### src/rtl/mvu_pkg.sv
// Shared constants and types for the MVU CSR APB responder.
// The CSR-side request struct mirrors the csr_* output bundle.
package mvu_pkg;
   localparam int APB_ADDR_WIDTH = 15;
   localparam int APB_DATA_WIDTH = 32;
   localparam int APB_STRB_WIDTH = 4;
   localparam int BMVUA          = 3;
   localparam int BCSRA          = 12;

   typedef logic [BCSRA-1:0] mvu_csr_t;

   localparam mvu_csr_t CSR_FIRST     = 12'hf20;
   localparam mvu_csr_t CSR_LAST      = 12'hf69;
   localparam mvu_csr_t CSR_MVUSTATUS = 12'hf54;

   typedef enum logic [1:0] {
      ST_IDLE,
      ST_REQ,
      ST_RESP
   } state_t;

   typedef struct packed {
      logic [BMVUA-1:0]          mvu;
      mvu_csr_t                  addr;
      logic                      we;
      logic [APB_DATA_WIDTH-1:0] wdata;
      logic [APB_STRB_WIDTH-1:0] wstrb;
   } csr_req_t;
endpackage

### src/rtl/mvu_csr_decode.sv
// Combinational CSR number check: out-of-window and read-only targets.
module mvu_csr_decode
   import mvu_pkg::*;
(
   input  logic [BCSRA-1:0] addr,
   output logic             range_err,
   output logic             ro_err
);
   assign range_err = (addr < CSR_FIRST) || (addr > CSR_LAST);
   assign ro_err    = (addr == CSR_MVUSTATUS);
endmodule

### src/rtl/mvu_apb_responder.sv
// APB slave that forwards CSR accesses to the MVU CSR port and waits for ack,
// bounded by TIMEOUT cycles; decode errors are answered without touching the CSR side.
module mvu_apb_responder
   import mvu_pkg::*;
#(
   parameter int TIMEOUT = 16
) (
   input  logic                      clk,
   input  logic                      rst,
   input  logic                      psel,
   input  logic                      penable,
   input  logic                      pwrite,
   input  logic [APB_ADDR_WIDTH-1:0] paddr,
   input  logic [APB_DATA_WIDTH-1:0] pwdata,
   input  logic [APB_STRB_WIDTH-1:0] pstrb,
   output logic [31:0]               prdata,
   output logic                      pready,
   output logic                      pslverr,
   output logic                      csr_req,
   output logic [BMVUA-1:0]          csr_mvu,
   output logic [BCSRA-1:0]          csr_addr,
   output logic                      csr_we,
   output logic [31:0]               csr_wdata,
   output logic [3:0]                csr_wstrb,
   input  logic                      csr_ack,
   input  logic [31:0]               csr_rdata
);
   localparam int             CW      = $clog2(TIMEOUT + 1);
   localparam logic [CW-1:0]  TO_LAST = CW'(TIMEOUT - 1);

   state_t        state_q, state_d;
   csr_req_t      req_q;
   logic [CW-1:0] wait_cnt;
   logic          err_q;
   logic          range_err, ro_err, dec_err, start, timeout;

   // Decode the live address so the IDLE->REQ/RESP choice is made on the same edge
   // that captures the transfer.
   mvu_csr_decode u_dec (
      .addr      (paddr[BCSRA-1:0]),
      .range_err (range_err),
      .ro_err    (ro_err)
   );

   assign start   = psel && penable;
   assign dec_err = range_err || (pwrite && ro_err);
   assign timeout = (wait_cnt == TO_LAST);

   always_ff @(posedge clk) begin
      if (rst) state_q <= ST_IDLE;
      else     state_q <= state_d;
   end

   always_comb begin
      state_d = state_q;
      case (state_q)
         ST_IDLE: if (start) state_d = dec_err ? ST_RESP : ST_REQ;
         ST_REQ:  if (csr_ack || timeout) state_d = ST_RESP;
         ST_RESP: state_d = ST_IDLE;
         default: state_d = ST_IDLE;
      endcase
   end

   always_comb begin
      pready  = (state_q == ST_RESP);
      pslverr = (state_q == ST_RESP) && err_q;
   end

   // An ack in the last allowed cycle still wins over the timeout.
   always_ff @(posedge clk) begin
      if (rst) begin
         req_q    <= '0;
         csr_req  <= 1'b0;
         wait_cnt <= '0;
         err_q    <= 1'b0;
         prdata   <= '0;
      end else begin
         case (state_q)
            ST_IDLE: begin
               wait_cnt <= '0;
               if (start) begin
                  err_q <= dec_err;
                  if (dec_err) begin
                     prdata <= '0;
                  end else begin
                     req_q.mvu   <= paddr[APB_ADDR_WIDTH-1:BCSRA];
                     req_q.addr  <= paddr[BCSRA-1:0];
                     req_q.we    <= pwrite;
                     req_q.wdata <= pwdata;
                     req_q.wstrb <= pstrb;
                     csr_req     <= 1'b1;
                  end
               end
            end
            ST_REQ: begin
               wait_cnt <= wait_cnt + 1'b1;
               if (csr_ack) begin
                  csr_req <= 1'b0;
                  prdata  <= req_q.we ? '0 : csr_rdata;
               end else if (timeout) begin
                  csr_req <= 1'b0;
                  err_q   <= 1'b1;
                  prdata  <= '0;
               end
            end
            default: ;
         endcase
      end
   end

   assign csr_mvu   = req_q.mvu;
   assign csr_addr  = req_q.addr;
   assign csr_we    = req_q.we;
   assign csr_wdata = req_q.wdata;
   assign csr_wstrb = req_q.wstrb;
endmodule

### config.mk
export PLATFORM = sky130hd
export DESIGN_NAME = mvu_apb_responder
export DESIGN_NICKNAME = d
export VERILOG_FILES = /design/src/rtl/mvu_pkg.sv /design/src/rtl/mvu_csr_decode.sv /design/src/rtl/mvu_apb_responder.sv
export SDC_FILE = /design/constraint.sdc
export NUM_CORES = 1
export LEC_CHECK = 0
export ABC_AREA = 1
export CORE_MARGIN = 2
export CORE_UTILIZATION = 45
export CTS_CLUSTER_DIAMETER = 80
export CTS_CLUSTER_SIZE = 28
export DETAILED_ROUTE_END_ITERATION = 7
export PLACE_DENSITY = 0.86
export REMOVE_ABC_BUFFERS = 1
export SYNTH_ARGS = -nofsm -noshare
export SYNTH_HDL_FRONTEND = slang
export SYNTH_SLANG_ARGS = --single-unit
### constraint.sdc
create_clock -name clk -period 4.1 [get_ports clk]
set_input_delay 1.23 -clock clk [delete_from_list [all_inputs] [get_ports clk]]
set_output_delay 1.23 -clock clk [all_outputs]
set_load 0.01 [all_outputs]
==> results.json, run 1 <==
{
  "worst_setup_path_start_kind": "flop",
  "power.leakage_uw": 0.002096,
  "fill_cells": 710,
  "dr.pass1.iters": 8,
  "gp_congestion": 0.8863,
  "start_util": 0.4614,
  "min_period_ns": 3.047,
  "critPathBufInv": 2,
  "hold_buffers": 0,
  "grt_pass1_wl_mm": 18.44,
  "worstPathCellList": "inv_1, nor2_1, clkdlybuf4s50_1",
  "root_buffer": "clkbuf_8",
  "relSlewSlack": 0.5852,
  "crit_family": "buffers and inverters",
  "drc": 2,
  "syn_area_per_cell_um2": 7.670,
  "grt_start_max_net_pins": 66,
  "placed_cells": 765,
  "power_frac_clock": 0.344,
  "synth_seq_cells": 93,
  "port_buffers": 175,
  "min_path_type": "reg -> reg",
  "critPathKind": "reg -> out",
  "dieHeight_um": 98.33,
  "die_w_um": 98.33,
  "netlist_area_um2": 4004,
  "top_layer": "met4",
  "cts_buffers": 9,
  "row_count": 34,
  "cp_slowest_cell": "dfxtp_1",
  "met2_length_mm": 5.246,
  "cap_violations": 0,
  "cts_setup_buffers": 0,
  "violations": "DRC",
  "cts.sinks": 93,
  "slowest_delay_ns": 0.65,
  "antenna_cells": 0,
  "p_total_uw": 1971,
  "synthCells": 522,
  "antenna_found_initial": 0,
  "worst_pin_slew_ns": 0.6222,
  "ctsResizeCount": 0,
  "p_int_uw": 1490,
  "gr-total-overflow": 0,
  "status": "finished with violations",
  "yosysSeqAreaShare": 0.4650,
  "vdd_drop_max_uv": 208.5,
  "arrival_ns": 1.82,
  "power_frac_seq": 0.486,
  "hold_ws_ns": 0.4500,
  "clk_pin_slew_worst_paths_ns": 0.08,
  "max_freq_mhz": 328.2,
  "die_area_um2": 9668,
  "p_switching_uw": 481.3,
  "cts_max_level": 3,
  "drtAntennaViolNets": 0,
  "wl_met1_mm": 4.753,
  "rsz0062_at_grt": "false",
  "num_io_pins": 176,
  "p_comb_frac": 0.170,
  "met3_length_mm": 1.403,
  "critPathMaxFanout": 9,
  "cts_tree": "done",
  "track_usage": 0.2277,
  "instances_no_fill": 781,
  "wl_per_cell_um": 14.75,
  "dp_hpwl_mm": 7.781,
  "hold_viol": 0,
  "setup.worst_path.end_class": "output pin",
  "grt_pass1_vias": 3840,
  "area_growth_pct": 46.47,
  "drive_above_1_share": 0.05201,
  "via_per_inst": 5.338,
  "wirelength_mm": 11.52,
  "core_um2": 8678,
  "slew_violations": 0,
  "drt_iter0_drc": 164,
  "final.setup_skew_ns": 0.01212,
  "swShare": 0.2441,
  "dr_total_vias": 4169,
  "clockBufferDepth": 2,
  "final_nets": 759,
  "p_per_area_nw_per_um2": 336.2,
  "yosysUniqueCellTypes": 30,
  "final.setup.tns_ns": 0,
  "finalSetupViolCount": 0,
  "post-route-period-util": 0.7432,
  "insertion_delay_ns": 0.35,
  "required_ns": 2.87,
  "yosysWarnings": 0
}
-- cells by family after synthesis --
family                   after synthesis  share of synthesized area
AND/OR/NAND/NOR                      261                     0.3038
flip-flops                            93                     0.4650
AO/OA/AOI/OAI                         95                     0.1237
buffers and inverters                 71                     0.1012
adder cells (fa/ha/maj)                2                   0.006249
-- synthesized netlist by cell type --
| master | number | share of area |
|---|---|---|
| buf_6 | 13 | 0.037 |
| nor2_8 | 1 | 0.0050 |
| inv_2 | 2 | 0.0019 |
| nor2_4 | 1 | 0.0028 |
| o211ai_1 | 1 | 0.0019 |
| nand3b_1 | 2 | 0.0037 |
| buf_2 | 15 | 0.019 |
| nand3_1 | 36 | 0.045 |
| nand3_2 | 1 | 0.0025 |
| a21oi_4 | 1 | 0.0041 |
| and3_1 | 1 | 0.0016 |
| o21ai_1 | 1 | 0.0012 |
| nor3_4 | 1 | 0.0041 |
| ha_1 | 2 | 0.0062 |
| a211oi_1 | 2 | 0.0037 |
| inv_1 | 20 | 0.019 |
| nand4_1 | 47 | 0.073 |
| clkinv_1 | 1 | 0.00094 |
| o22ai_1 | 1 | 0.0016 |
| buf_4 | 6 | 0.011 |
| nand2_1 | 125 | 0.12 |
| nor3_1 | 2 | 0.0025 |
| nand2_2 | 1 | 0.0016 |
| dfxtp_1 | 93 | 0.47 |
| nor2_1 | 41 | 0.038 |
| o21ai_0 | 1 | 0.0012 |
| nor4_1 | 1 | 0.0016 |
| a21oi_1 | 88 | 0.11 |
| nand3_4 | 1 | 0.0044 |
| clkbuf_1 | 14 | 0.013 |
-- worst paths after layout --
| path | start | end | slack (ns) | cells after the start |
|---|---|---|---|---|
| min reg2reg | csr_addr[7] | csr_addr[7] | 0.45 | 2 |
| min | csr_addr[7] | csr_addr[7] | 0.45 | 2 |
| max reg2reg | wait_cnt[1] | prdata[10] | 1.82 | 12 |
| max | state_q[1] | pready | 1.05 | 3 |
-- power by group through the flow --
stage | sequential [uW] | combinational (uW) | clock (uW)
floorplan | 992 | 122 | 0
CTS | 958 | 333 | 693
global route | 963 | 363 | 735
finish | 958 | 335 | 678
detailed placement | 979 | 332 | 0
global placement | 978 | 325 | 0
-- area by class of cell --
type	count	area [um2]	share of cell area
inverters	23	86.33	0.01472
clock inverters	4	70.07	0.01195
clock buffers	12	155.1	0.02646
well taps	108	135.1	0.02304
multi-input cells	358	1749	0.2983
flip-flops and latches	93	1862	0.3175
repair buffers	183	1807	0.3081
-- metrics by stage --
step	cell area, um2	utilization	worst slack, ns
3_3_place_gp	5639	0.6498	0.9429
3_5_place_dp	5639	0.6498	0.8164
6_report	5864	0.6758	1.053
4_1_cts	5864	0.6758	1.045
2_1_floorplan	3685	-	-0.09954
5_1_grt	5864	0.6758	0.9718
-- sequential cells by signal (all words and copies together), names as in the netlist --
name	cells
csr_wdata	32
prdata	32
csr_addr	12
wait_cnt	5
csr_wstrb	4
csr_mvu	3
state_q	2
csr_req	1
csr_we	1
err_q	1
-- placed cells by master, fill, tap and decap left out --
cell and instances:
buf_2 1, a211oi_1 2, nand4_1 47, buf_4 8, nor4_1 1, inv_1 20, nor2_1 40, clkbuf_1 1
a21oi_4 1, o21ai_0 1, clkdlybuf4s50_1 174, clkinv_2 2, o22ai_1 1, nand3_1 35, nand3_2 2, ha_1 2
inv_2 2, a21oi_1 88, nand2_1 125, o211ai_1 1, nor3_4 1, nor2_8 1, dfxtp_1 93, nor3_1 2
o21ai_1 1, clkinv_1 1, nand2_2 1, and3_1 1, clkbuf_8 11, nor2_4 2, nand3b_1 2, bufinv_16 2
nand3_4 1
-- routing by layer --
layer | vias up | GRT usage
met4 | 0 | 0.04215
met3 | 15 | 0.1160
met5 | - | 0
met2 | 197 | 0.3548
li1 | 2043 | -
met1 | 1914 | 0.2875
-- worst register-to-register path, stage by stage (launching register included) --
cell and delay [ns]:
dfxtp_1 0.36, ha_1 0.18, inv_1 0.06, nor3_1 0.16, ha_1 0.18, inv_1 0.05, nand3_1 0.13, nand2_1 0.11
nor2_4 0.08, buf_4 0.49, nand3_1 0.22, nand2_1 0.13, nor2_1 0.05
Note: power is estimated with default switching activity, not from simulation.
==> run 2: changes to the inputs <==
Settings changed: CORE_UTILIZATION 45 to 38, PLACE_DENSITY 0.86 to 0.78.
Clock period 4.1 ns to 2.6 ns, I/O delays scaled along.
==> results.json, run 2 (synthesis results as in run 1) <==
{
  "status": "finished clean",
  "port_buffers": 175,
  "final_nets": 763,
  "dp_hpwl_mm": 7.778,
  "critPathKind": "reg -> out",
  "final_cell_mix": "174 x clkdlybuf4s50_1, 125 x nand2_1, 92 x dfxtp_1",
  "final.setup_skew_ns": 0.01051,
  "fin_ws_ns": 0.1962,
  "fill_cells": 929,
  "drtAntennaViolNets": 0,
  "final.setup.tns_ns": 0,
  "antenna_cells": 0,
  "cts.sinks": 93,
  "gr-total-overflow": 0,
  "setup.worst_path.end_class": "output pin",
  "relSlewSlack": 0.5904,
  "num_io_pins": 176,
  "start_util": 0.3896,
  "drt_iter0_drc": 206,
  "vdd_drop_max_uv": 225.3,
  "gp_congestion": 0.7763,
  "drive_above_1_share": 0.05908,
  "busiest_layer": "met2",
  "use_met3": 0.08450,
  "cts_max_level": 3,
  "arrival_ns": 1.62,
  "timing.critical_path.from": "state_q[1]",
  "track_usage": 0.1993,
  "hold_viol": 0,
  "hold_buffers": 0,
  "multi_input_area_um2": 1749,
  "slew_violations": 0,
  "worst_pin_slew_ns": 0.6144,
  "via_per_inst": 5.106,
  "final_common_cell": "clkdlybuf4s50_1",
  "clockBufferDepth": 2,
  "cts_buffers": 9,
  "core_um2": 10280,
  "p_total_uw": 3043,
  "die_w_um": 106.6,
  "ctsResizeCount": 1,
  "row_count": 37,
  "dieHeight_um": 106.6,
  "cap_violations": 0,
  "max_freq_mhz": 416.0,
  "rsz0062_at_grt": "false",
  "min_from": "csr_addr[7]",
  "root_buffer": "clkbuf_8",
  "clk_pin_slew_worst_paths_ns": 0.10,
  "critPathMaxFanout": 9,
  "die_area_um2": 11370,
  "wirelength_mm": 11.43,
  "seq_area_um2": 1863,
  "dr.pass1.iters": 5,
  "p_per_area_nw_per_um2": 508.6,
  "antenna_found_initial": 0,
  "insertion_delay_ns": 0.36,
  "grt_pass1_vias": 3876,
  "drc": 0,
  "hold_ws_ns": 0.4428,
  "required_ns": 1.82,
  "min_period_ns": 2.404,
  "wl_per_cell_um": 14.06,
  "power.leakage_uw": 0.002126,
  "grt_start_max_net_pins": 66,
  "cts_setup_buffers": 0,
  "timing.rr.start": "wait_cnt[1]",
  "min_path_type": "reg -> reg",
  "post-route-period-util": 0.9245,
  "dr_total_vias": 4151,
  "pre_cts_ws_ns": 0.07975,
  "area_growth_pct": 49.41,
  "finalSetupViolCount": 0,
  "worst_setup_path_start_kind": "flop",
  "utilization": 0.5821,
  "globalRouteMet1Util": 0.2558,
  "grt_pass1_wl_mm": 18.44,
  "use_met2": 0.2957,
  "cts_tree": "done"
}
[run 2: power by group]
part / leakage, uW / total [uW] / switching [uW] / internal, uW
logic: 0.00127 / 541 / 247 / 294
clock network: 0.0000995 / 988 / 515 / 473
registers: 0.000756 / 1510 / 34.6 / 1480
[run 2: worst paths after layout]
kind | endpoint | cells past startpoint | slack [ns]
hold / removal | csr_addr[7] | 2 | 0.44
setup reg to reg | csr_wdata[15] | 12 | 0.51
setup / recovery | pready | 3 | 0.20
hold reg to reg | csr_addr[7] | 2 | 0.44
[run 2: area by class of cell]
class / instances / area share
multi-input combinational: 358 / 0.2924
clock buffer: 11 / 0.02364
tap: 136 / 0.02845
timing repair buffer: 187 / 0.3196
inverter: 23 / 0.01443
clock inverter: 5 / 0.01004
sequential: 93 / 0.3114
[run 2: routing by layer]
| layer | vias up | part of all wire |
|---|---|---|
| met2 | 192 | 0.43 |
| met4 | 0 | 0.017 |
| met5 | - | 0 |
| met1 | 1884 | 0.43 |
| met3 | 18 | 0.12 |
| li1 | 2057 | - |
[run 2: metrics by stage]
stage                     area [um2]  cells
final                           5982    813
after global placement          5779    797
after floorplan                 3685    474
after CTS                       5982    813
after global routing            5982    813
after detailed placement        5779    797
[run 2: critical path, stage by stage (launching register included)]
cell and delay, ns:
dfxtp_2 0.50, inv_1 0.14, nor2_1 0.10, clkdlybuf4s50_1 0.53
==> run 3: changes to the inputs <==
Settings changed: CTS_CLUSTER_DIAMETER 80 to unset, SLEW_MARGIN set to 40.
==> results of run 3 <==
No change in the layout: final DEF, timing and power equal those of run 2.
